### src/rtl/pe_stg_gen_if.sv
// Control, activation and column-bus signals of one top-row processing element.
interface pe_stg_gen_if #(
  parameter int unsigned A_WIDTH   = 8,
  parameter int unsigned CNT_W     = 8,
  parameter int unsigned TOP_WIDTH = 48,
  parameter int unsigned YSEL_W    = 1
);
  logic [1:0]           mode_sel_in;
  logic [YSEL_W-1:0]    y_sel_in;
  logic [CNT_W-1:0]     acc_len_in;
  logic                 psu_clr_in;
  logic                 valid_in;
  logic                 sys_buf_en_in;
  logic [A_WIDTH-1:0]   left_in;
  logic [A_WIDTH-1:0]   right_out;
  logic                 valid_out;
  logic [TOP_WIDTH-1:0] top_in;
  logic [TOP_WIDTH-1:0] bottom_out;
  logic                 bottom_valid_out;
  logic                 acc_done_out;
  logic                 drain_full_out;
  logic                 ovf_err_out;

  modport master (
    output mode_sel_in, y_sel_in, acc_len_in, psu_clr_in, valid_in, sys_buf_en_in,
           left_in, top_in,
    input  right_out, valid_out, bottom_out, bottom_valid_out, acc_done_out,
           drain_full_out, ovf_err_out
  );

  modport slave (
    input  mode_sel_in, y_sel_in, acc_len_in, psu_clr_in, valid_in, sys_buf_en_in,
           left_in, top_in,
    output right_out, valid_out, bottom_out, bottom_valid_out, acc_done_out,
           drain_full_out, ovf_err_out
  );
endinterface

### src/rtl/pe_stg_gen.sv
// Top-row systolic PE: multi-lane signed MAC with programmable depth, drain shift chain,
// and bf16 pre-processing for the downstream fp stages.
module pe_stg_gen #(
  parameter int unsigned A_WIDTH   = 8,
  parameter int unsigned Y_WIDTH   = 8,
  parameter int unsigned LANES     = 2,
  parameter int unsigned Y_BANKS   = 2,
  parameter int unsigned ACC_W     = 24,
  parameter int unsigned CNT_W     = 8,
  parameter int unsigned TOP_WIDTH = 48,
  parameter int unsigned YSEL_W    = (Y_BANKS > 1) ? $clog2(Y_BANKS) : 1
) (
  input logic         clk,
  input logic         rst_n,
  pe_stg_gen_if.slave bus
);
  localparam int unsigned P_W    = A_WIDTH + Y_WIDTH;
  localparam int unsigned BANK_W = LANES * Y_WIDTH;
  localparam int unsigned DRN_W  = LANES * ACC_W;

  logic [A_WIDTH-1:0]            right_q;
  logic                          valid_q;
  logic [TOP_WIDTH-1:0]          bottom_q;
  logic                          bvalid_q;
  logic                          done_q;
  logic                          full_q;
  logic                          ovf_q;
  logic [LANES-1:0][P_W-1:0]     prod_q;
  logic                          prod_v_q;
  logic [LANES-1:0][ACC_W-1:0]   acc_q;
  logic [LANES-1:0][ACC_W-1:0]   drain_q;
  logic [CNT_W-1:0]              cnt_q;

  logic [BANK_W-1:0]             bank_c;
  logic [Y_WIDTH-1:0]            y_c;
  logic [P_W-1:0]                a_ext_c;
  logic [P_W-1:0]                y_ext_c;
  logic [LANES-1:0][P_W-1:0]     prod_c;
  logic [LANES-1:0][ACC_W-1:0]   sum_c;
  logic [CNT_W-1:0]              cnt_inc_c;
  logic                          mm_valid_c;
  logic                          last_c;
  logic                          done_c;
  logic [15:0]                   alpha_c;
  logic [15:0]                   beta_c;
  logic [9:0]                    r_c;
  logic [15:0]                   mag_c;
  logic [TOP_WIDTH-1:0]          bottom_d;
  logic                          bvalid_d;

  // bf16 mantissa with hidden bit, as a 9-bit two's-complement value
  function automatic logic [8:0] man9(input logic [15:0] x);
    logic [8:0] mag;
    mag = {2'b01, x[6:0]};
    return x[15] ? (~mag + 9'd1) : mag;
  endfunction

  // Weight bank select and per-lane products (operands sign-extended, so low bits are exact)
  always_comb begin
    bank_c  = '0;
    y_c     = '0;
    y_ext_c = '0;
    prod_c  = '0;
    for (int unsigned b = 0; b < Y_BANKS; b++) begin
      if (bus.y_sel_in == YSEL_W'(b)) bank_c = bus.top_in[b*BANK_W +: BANK_W];
    end
    a_ext_c = {{Y_WIDTH{bus.left_in[A_WIDTH-1]}}, bus.left_in};
    for (int unsigned l = 0; l < LANES; l++) begin
      y_c       = bank_c[l*Y_WIDTH +: Y_WIDTH];
      y_ext_c   = {{A_WIDTH{y_c[Y_WIDTH-1]}}, y_c};
      prod_c[l] = a_ext_c * y_ext_c;
    end
  end

  // Accumulate the in-flight product; completion when it is the N-th of the group
  always_comb begin
    sum_c = '0;
    for (int unsigned l = 0; l < LANES; l++) begin
      sum_c[l] = acc_q[l] + {{(ACC_W-P_W){prod_q[l][P_W-1]}}, prod_q[l]};
    end
    cnt_inc_c  = cnt_q + CNT_W'(1);
    mm_valid_c = bus.valid_in && (bus.mode_sel_in == 2'b00);
    last_c     = prod_v_q && (cnt_inc_c == bus.acc_len_in);
    done_c     = last_c && !bus.psu_clr_in;
  end

  // Column output: drain unload first, otherwise pass-through or fp pre-processing
  always_comb begin
    alpha_c  = bus.top_in[15:0];
    beta_c   = bus.top_in[31:16];
    r_c      = (bus.mode_sel_in == 2'b10) ?
               ({2'b00, alpha_c[14:7]} + {2'b00, beta_c[14:7]} - 10'd127) :
               ({2'b00, alpha_c[14:7]} - {2'b00, beta_c[14:7]});
    mag_c    = 16'h5F37 - {1'b0, alpha_c[15:1]};
    bottom_d = '0;
    bvalid_d = 1'b0;
    if (bus.sys_buf_en_in) begin
      bottom_d = TOP_WIDTH'(drain_q);
      bvalid_d = 1'b1;
    end else begin
      case (bus.mode_sel_in)
        2'b00: bottom_d = bus.top_in;
        2'b01: begin
          bottom_d = TOP_WIDTH'(mag_c);
          bvalid_d = bus.valid_in;
        end
        default: begin
          bottom_d = TOP_WIDTH'({beta_c[14:7], alpha_c[14:7], r_c, man9(beta_c), man9(alpha_c)});
          bvalid_d = bus.valid_in;
        end
      endcase
    end
  end

  always_ff @(posedge clk or negedge rst_n) begin
    if (!rst_n) begin
      right_q  <= '0;
      valid_q  <= 1'b0;
      bottom_q <= '0;
      bvalid_q <= 1'b0;
      done_q   <= 1'b0;
      full_q   <= 1'b0;
      ovf_q    <= 1'b0;
      prod_q   <= '0;
      prod_v_q <= 1'b0;
      acc_q    <= '0;
      drain_q  <= '0;
      cnt_q    <= '0;
    end else begin
      right_q  <= bus.left_in;
      valid_q  <= bus.valid_in;
      bottom_q <= bottom_d;
      bvalid_q <= bvalid_d;
      done_q   <= done_c;
      if (bus.psu_clr_in) begin
        prod_v_q <= 1'b0;
        acc_q    <= '0;
        cnt_q    <= '0;
      end else begin
        prod_v_q <= mm_valid_c;
        if (mm_valid_c) prod_q <= prod_c;
        if (last_c) begin
          acc_q <= '0;
          cnt_q <= '0;
        end else if (prod_v_q) begin
          acc_q <= sum_c;
          cnt_q <= cnt_inc_c;
        end
      end
      // A completion always owns the drain; anything it displaces is flagged
      if (done_c) begin
        drain_q <= sum_c;
        full_q  <= 1'b1;
        if (full_q || bus.sys_buf_en_in) ovf_q <= 1'b1;
      end else if (bus.sys_buf_en_in) begin
        drain_q <= bus.top_in[DRN_W-1:0];
        full_q  <= 1'b0;
      end
    end
  end

  assign bus.right_out        = right_q;
  assign bus.valid_out        = valid_q;
  assign bus.bottom_out       = bottom_q;
  assign bus.bottom_valid_out = bvalid_q;
  assign bus.acc_done_out     = done_q;
  assign bus.drain_full_out   = full_q;
  assign bus.ovf_err_out      = ovf_q;
endmodule

### src/flat_wrapper.sv
// flat-port wrapper written by rule: the top's interface ports become plain ports
module pe_stg_gen_flat 
#(
  parameter int unsigned A_WIDTH   = 8,
  parameter int unsigned Y_WIDTH   = 8,
  parameter int unsigned LANES     = 2,
  parameter int unsigned Y_BANKS   = 2,
  parameter int unsigned ACC_W     = 24,
  parameter int unsigned CNT_W     = 8,
  parameter int unsigned TOP_WIDTH = 48,
  parameter int unsigned YSEL_W    = (Y_BANKS > 1) ? $clog2(Y_BANKS) : 1
)
  (clk, rst_n, bus_mode_sel_in, bus_y_sel_in, bus_acc_len_in, bus_psu_clr_in, bus_valid_in, bus_sys_buf_en_in, bus_left_in, bus_top_in, bus_right_out, bus_valid_out, bus_bottom_out, bus_bottom_valid_out, bus_acc_done_out, bus_drain_full_out, bus_ovf_err_out);
  pe_stg_gen_if #(.A_WIDTH(A_WIDTH), .CNT_W(CNT_W), .TOP_WIDTH(TOP_WIDTH), .YSEL_W(YSEL_W)) bus_i ();
  input logic clk;
  input logic rst_n;
  input wire logic [$bits(bus_i.mode_sel_in)-1:0] bus_mode_sel_in;
  input wire logic [$bits(bus_i.y_sel_in)-1:0] bus_y_sel_in;
  input wire logic [$bits(bus_i.acc_len_in)-1:0] bus_acc_len_in;
  input wire logic [$bits(bus_i.psu_clr_in)-1:0] bus_psu_clr_in;
  input wire logic [$bits(bus_i.valid_in)-1:0] bus_valid_in;
  input wire logic [$bits(bus_i.sys_buf_en_in)-1:0] bus_sys_buf_en_in;
  input wire logic [$bits(bus_i.left_in)-1:0] bus_left_in;
  input wire logic [$bits(bus_i.top_in)-1:0] bus_top_in;
  output wire logic [$bits(bus_i.right_out)-1:0] bus_right_out;
  output wire logic [$bits(bus_i.valid_out)-1:0] bus_valid_out;
  output wire logic [$bits(bus_i.bottom_out)-1:0] bus_bottom_out;
  output wire logic [$bits(bus_i.bottom_valid_out)-1:0] bus_bottom_valid_out;
  output wire logic [$bits(bus_i.acc_done_out)-1:0] bus_acc_done_out;
  output wire logic [$bits(bus_i.drain_full_out)-1:0] bus_drain_full_out;
  output wire logic [$bits(bus_i.ovf_err_out)-1:0] bus_ovf_err_out;
  assign bus_i.mode_sel_in = bus_mode_sel_in;
  assign bus_i.y_sel_in = bus_y_sel_in;
  assign bus_i.acc_len_in = bus_acc_len_in;
  assign bus_i.psu_clr_in = bus_psu_clr_in;
  assign bus_i.valid_in = bus_valid_in;
  assign bus_i.sys_buf_en_in = bus_sys_buf_en_in;
  assign bus_i.left_in = bus_left_in;
  assign bus_i.top_in = bus_top_in;
  assign bus_right_out = bus_i.right_out;
  assign bus_valid_out = bus_i.valid_out;
  assign bus_bottom_out = bus_i.bottom_out;
  assign bus_bottom_valid_out = bus_i.bottom_valid_out;
  assign bus_acc_done_out = bus_i.acc_done_out;
  assign bus_drain_full_out = bus_i.drain_full_out;
  assign bus_ovf_err_out = bus_i.ovf_err_out;
  pe_stg_gen #(.A_WIDTH(A_WIDTH), .Y_WIDTH(Y_WIDTH), .LANES(LANES), .Y_BANKS(Y_BANKS), .ACC_W(ACC_W), .CNT_W(CNT_W), .TOP_WIDTH(TOP_WIDTH), .YSEL_W(YSEL_W)) u_core (.clk(clk), .rst_n(rst_n), .bus(bus_i));
endmodule
### config.mk
export PLATFORM = sky130hd
export DESIGN_NAME = pe_stg_gen_flat
export DESIGN_NICKNAME = d
export VERILOG_FILES = /design/src/rtl/pe_stg_gen_if.sv /design/src/rtl/pe_stg_gen.sv /design/src/flat_wrapper.sv
export SDC_FILE = /design/constraint.sdc
export NUM_CORES = 1
export LEC_CHECK = 0
export CORE_MARGIN = 1.5
export CORE_UTILIZATION = 60
export CTS_CLUSTER_DIAMETER = 100
export DETAILED_ROUTE_END_ITERATION = 16
export PLACE_DENSITY = 0.82
export SKIP_CTS_REPAIR_TIMING = 1
export SLEW_MARGIN = 40
export SYNTH_ARGS = -nofsm -noshare
export SYNTH_HDL_FRONTEND = slang
export SYNTH_SLANG_ARGS = --single-unit
### constraint.sdc
create_clock -name clk -period 3 [get_ports clk]
set_input_delay 0.3 -clock clk [delete_from_list [all_inputs] [get_ports clk]]
set_output_delay 0.3 -clock clk [all_outputs]
set_load 0.05 [all_outputs]
# --- Word-level counts from Yosys, hierarchy flattened ---
# Index checks and enable logic that the tools add are counted.
totals:
  regBits: 198
  input_bits: 72
classes:
  add_sub_neg: 9
  n_mul: 2
  eq_ne: 3
  mux: 19
  n_bitwise: 3
  n_reduce_logical: 10
ops:
  columns: ["operator", "n"]
  rows:
  - ["two-way mux 48 bit", 6]
  - ["one-hot mux 48 bit (2 select lines)", 1]
  - ["adder 24 bit", 2]
  - ["multiplier 8 x 8 -> 16 bit", 2]
  - ["two-way mux 8 bit", 3]
  - ["adder 9 x 1 -> 9 bit (second input constant)", 2]
  - ["two-way mux 9 bit", 2]
  - ["NOT 8 -> 9 bit", 2]
  - ["two-way mux 16 bit", 1]
  - ["subtractor 15 x 15 -> 16 bit (first input constant)", 1]
  - ["two-way mux 10 bit", 1]
  - ["subtractor 10 x 7 -> 10 bit (second input constant)", 1]
  - ["adder 8 x 8 -> 9 bit", 1]
  - ["subtractor 8 x 8 -> 9 bit", 1]
  - ["adder 8 x 1 -> 8 bit (second input constant)", 1]
  - ["== test 8 bit", 1]
  - ["two-way mux 1 bit", 5]
  - ["AND reduction 2 bit", 2]
  - ["logical AND 1 bit", 3]
  - ["nonzero test 3 bit", 1]
  - ["== test 2 x 1 -> 1 bit (second input constant)", 1]
  - ["== test 2 bit (second input constant)", 1]
  - ["zero test 2 bit", 1]
  - ["nonzero test 2 bit", 1]
  - ["3 further kinds", 3]

# --- Depth between registers and ports, before layout ---
depth:
  word_depth: 5
  ltp_mapped: 22
  depth_no_buf: 20

# --- Worst setup path before layout ---
# OpenSTA, ideal clock, no wires.
synth_timing:
  path_type: "in2reg"
  from: "in bus_y_sel_in"
  to: "reg u_core.prod_q[15] (netlist name)"
  setup_ns: 0.136
  t_arrival_ns: 5.281
  t_required_ns: 2.864
  path_slack_ns: -2.417
  path_stages: 19
  n_path_buf: 2
  path_cell_list: "clkbuf_1 -> buf_1 -> mux2i_1 -> nand2b_1 -> fa_1 -> fa_1 -> inv_1 -> fa_1 -> inv_1 -> fa_1 -> inv_1 -> ha_1 -> inv_1 -> o21ai_0 -> a221oi_1 -> o221ai_1 -> o41ai_1 -> xnor2_1 -> o21ai_0"
synth_between:
  elab_chain_len: 2
synth_lines:
  columns: ["element", "line", "rtl"]
  rows:
  - ["start, declared", "flat_wrapper.sv:18", "input wire logic [$bits(bus_i.y_sel_in)-1:0] bus_y_sel_in;"]
  - ["two-way mux 16 bit", "pe_stg_gen.sv:65", "if (bus.y_sel_in == YSEL_W'(b)) bank_c = bus.top_in[b*BANK_W +: BANK_W];"]
  - ["multiplier 8 x 8 -> 16 bit", "pe_stg_gen.sv:71", "prod_c[l] = a_ext_c * y_ext_c;"]
  - ["end signal, assigned", "pe_stg_gen.sv:141", "if (mm_valid_c) prod_q <= prod_c;"]
  - ["end, declared", "pe_stg_gen.sv:28", "logic [LANES-1:0][P_W-1:0] prod_q;"]
# Every way passes these cells.
# A chain may end at the register's enable or synchronous reset.

# --- Worst setup path after layout ---
layout_timing:
  from: "in bus_y_sel_in"
  to: "reg u_core.prod_q[14] (netlist name)"
# The elaborated chain is that of the path after synthesis.

==> flow_metrics.py <==
metrics = {
    "clocking": {
        "htree_num_levels": 4,
        "tritoncts": "done",
        "cts_buffer_depth": 2,
        "clock-sinks": 198,
        "clkTransAtPathRegs_ps": 80,
        "cts-root-buf": "clkbuf_16",
        "numCtsBuffers": 17,
        "clk_latency_ps": 450,
    },
    "pwr": {
        "p_leak_uw": 0.0108,
        "power_frac_comb_pct": 63.0,
        "peakVddDrop_uv": 1010,
        "p_int_uw": 8470,
        "p_switching_uw": 6530,
        "p_total_uw": 15000,
        "netSwitchingFraction_pct": 43.5,
        "cellPowerDensity_mw_per_mm2": 676,
        "seqPwrFrac_pct": 21.6,
        "clock_power_share_pct": 15.5,
    },
    "finish": {
        "layout.nets": 2515,
        "area_delta_synth_final_pct": 29.1,
        "register_area_sq_mm": 0.00495,
        "multi_input_area_sq_mm": 0.0119,
        "antenna_cells": 0,
        "drive_above_1_share_pct": 20.7,
        "fill_cells": 1817,
    },
    "place": {
        "io_buffers": 132,
        "gp_congestion": 0.952,
        "place.detailed.hpwl_mm": 39.4,
    },
    "floorplanning": {
        "core_area_sq_mm": 0.0280,
        "initial_utilization_pct": 61.4,
        "dieHeight_microns": 172,
        "ios": 133,
        "die_width_microns": 172,
        "dieArea_sq_mm": 0.0297,
        "num_rows": 61,
    },
    "detailed_routing": {
        "drt-initial-drc-count": 1559,
        "final_antenna_net_count": 0,
        "drt-pass1-iter-count": 5,
        "drc": 0,
        "vias": 15623,
        "wl_per_cell_microns": 20.6,
        "finalWirelength_mm": 53.5,
        "avgViaCountPerCell": 6.02,
    },
    "logic_synthesis": {
        "synth_top_area_cell": "dfrtp_1",
        "yosysWarnings": 0,
        "synth_adder_area_share_pct": 22.4,
        "synth_area_per_cell_sq_um": 9.06,
        "ys_ff_latch": 198,
        "yosysTopAreaCellShare_pct": 28.8,
        "synth_compound_area_share_pct": 18.5,
        "synth_common_cells": "inv_1, dfrtp_1, nand2_1",
        "synth-simple-area-share_pct": 15.0,
        "syn_nets": 2210,
        "synthFlopType": "dfrtp_1",
        "synth.distinct_cells": 77,
        "synth_cells": 1898,
        "synth-xor-area-share_pct": 5.05,
        "syn_area_sq_mm": 0.0172,
        "ys_seq_area_share_pct": 28.8,
        "synth_edf_count": 0,
        "synthTopCellsByArea": "dfrtp_1, fa_1, ha_1",
        "synthArstFlopShare_pct": 100,
        "post-synth-top-count-cell": "inv_1",
        "synth_top_family_by_area": "adder cells",
        "synth_mux_area_share_pct": 3.72,
    },
    "hold_path": {
        "hold_path.class": "in -> reg",
        "hold_end": "u_core.bus.right_out[4]",
        "worstHoldPathCells": 3,
        "hp-start": "bus_left_in[4]",
    },
    "global_route": {
        "first_global_vias": 14926,
        "grt_max_degree": 105,
        "grt_overflow": 0,
        "grt_pass1_wl_mm": 79.8,
        "track_usage_pct": 35.2,
        "antenna_found_initial": 0,
    },
    "timing": {
        "clock.fmax_ghz": 0.224,
        "rsz0062_at_grt": "true",
        "hold_viol_final": 0,
        "clock_skew_ps": 15.3,
        "tns_ps": -21300,
        "finalMaxSlewViolations": 0,
        "fin_crit_sh_pct": 149,
        "slew_headroom_pct": 56.7,
        "postLayoutSetupSlackWorst_ps": -1460,
        "min_period_ps": 4460,
        "setup_viol": 22,
        "tightestPinTransition_ps": 644,
    },
    "critical_path": {
        "worstPathCellList": "buf_8 > buf_12 > buf_4 > mux2_4 > and2_4 > fa_1 > inv_1 > fa_1 > inv_1 > fa_1 > inv_1 > fa_1 > inv_2 > ha_4 > o21ai_4 > a21boi_2 > o21a_1 > o21a_1 > o21bai_2 > a2111oi_2 > nand3b_1",
        "path_delay_family": "adder cells",
        "crit_start": "bus_y_sel_in",
        "max_stage_delay_ps": 500,
        "critPathLaunchType": "primary input",
        "crit_path_top_delay_cell": "fa_1",
        "rr_worst_depth": 9,
        "setup.worst_path.class": "in -> reg",
        "path_max_fanout": 8,
        "critical_path.most_common_cell": "fa_1",
        "reg2reg_to": "u_core.acc_q[21]",
        "cp-end-kind": "flip-flop",
        "r2r_setup_slack_ps": 80,
        "worstPathArrival_ps": 4850,
        "cp.required_ps": 3390,
        "r2r-start": "u_core.prod_q[1]",
        "path_buf_inv": 7,
    },
    "run_status": {
        "violations": "setup timing",
        "outcome": "finished, violations left",
    },
    "run": {
        "max_cap_violations": 0,
    },
}
## power groups by stage
stage | Sequential, uW | Clock [uW] | Combinational, uW
floorplan | 3500 | 0 | 5240
global placement | 3260 | 0 | 7900
detailed placement | 3280 | 0 | 8230
CTS | 3230 | 2320 | 8290
global route | 3270 | 2420 | 10300
finish | 3240 | 2320 | 9450
## tightest hold or removal path, delay by kind of cell
family / cells / cell delay, ps
buffers and inverters: 3 / 390
## cells in the final DEF, fill, tap and decap left out, types with 12 or more instances in the layout
master	netlist	layout
a21oi_1	110	102
nand2_1	196	187
clkdlybuf4s50_1	0	90
ha_1	126	105
dfrtp_1	198	198
dlymetal6s2s_1	0	37
a211oi_1	29	29
buf_6	2	31
a22oi_1	13	13
inv_2	0	30
clkbuf_16	0	18
nor2b_1	87	67
o21ai_1	2	13
mux2i_1	56	48
a21o_1	40	40
nor2_1	78	73
o21a_1	17	17
o21ai_0	138	117
or3_1	13	12
nor2b_2	0	13
nand2b_1	15	13
fa_1	114	103
inv_1	209	178
nor3_1	31	31
and2_4	0	16
and2_1	34	18
xor2_1	37	34
nand3_1	25	24
buf_4	0	189
o31ai_1	17	14
a22o_1	28	28
ha_4	0	14
xnor2_1	57	55
## cell type report
cell class	instances	share of cell area, %
Tap cell	378	2.13
Sequential cell	198	22.3
Clock inverter	15	0.716
Clock buffer	17	1.92
Timing Repair Buffer	366	15.6
Multi-Input combinational cell	1410	53.8
Inverter	210	3.56
## flip-flops by register name, indices dropped and copies added, names as in the netlist
signal	cells
u_core.bus.ovf_err_out	1
u_core.bus.bottom_valid_out	1
u_core.bus.acc_done_out	1
u_core.prod_q	32
u_core.cnt_q	8
u_core.drain_q	48
u_core.bus.valid_out	1
u_core.bus.right_out	8
u_core.bus.drain_full_out	1
u_core.acc_q	48
u_core.bus.bottom_out	48
u_core.prod_v_q	1
## kinds of logic after synthesis
logic type	after synthesis
DFF	198
AOI/OAI and AO/OA	487
adders and majority gates	240
buffers and inverters	290
muxes	63
and+or+nand+nor	524
xor gates and xnor gates	96
## metrics by stage
stage               utilization (%)  instances  cell area [sq um]  setup WS [ps]  hold slack [ps]
global placement               73.6       2535              20600          -2270              288
finish                         79.2       2594              22200          -1460              273
global route                   79.2       2594              22200          -1590              283
detailed placement             73.6       2535              20600          -2390              294
floorplan                         -       1898              17500          -1600             4.41
CTS                            75.6       2567              21200          -1930             -186
## how the worst max path moves through the flow
stage | end | slack (ps) | cells past startpoint
finish | u_core.prod_q[14] | -1460 | 21
global route | u_core.prod_q[14] | -1590 | 21
CTS | u_core.prod_q[14] | -1930 | 20
detailed placement | u_core.prod_q[14] | -2390 | 20
global placement | u_core.prod_q[28] | -2270 | 20
floorplan | u_core.prod_q[28] | -1600 | 20
## routing by layer
| layer | global-route usage [%] | vias up | part of all wire, % |
|---|---|---|---|
| li1 | - | 7092 | - |
| met1 | 49.8 | 7692 | 41 |
| met2 | 56.5 | 727 | 47 |
| met3 | 5.70 | 112 | 8.9 |
| met4 | 8.96 | 0 | 2.7 |
| met5 | 0 | - | 0 |
Note: power is estimated with default switching activity, not from simulation.
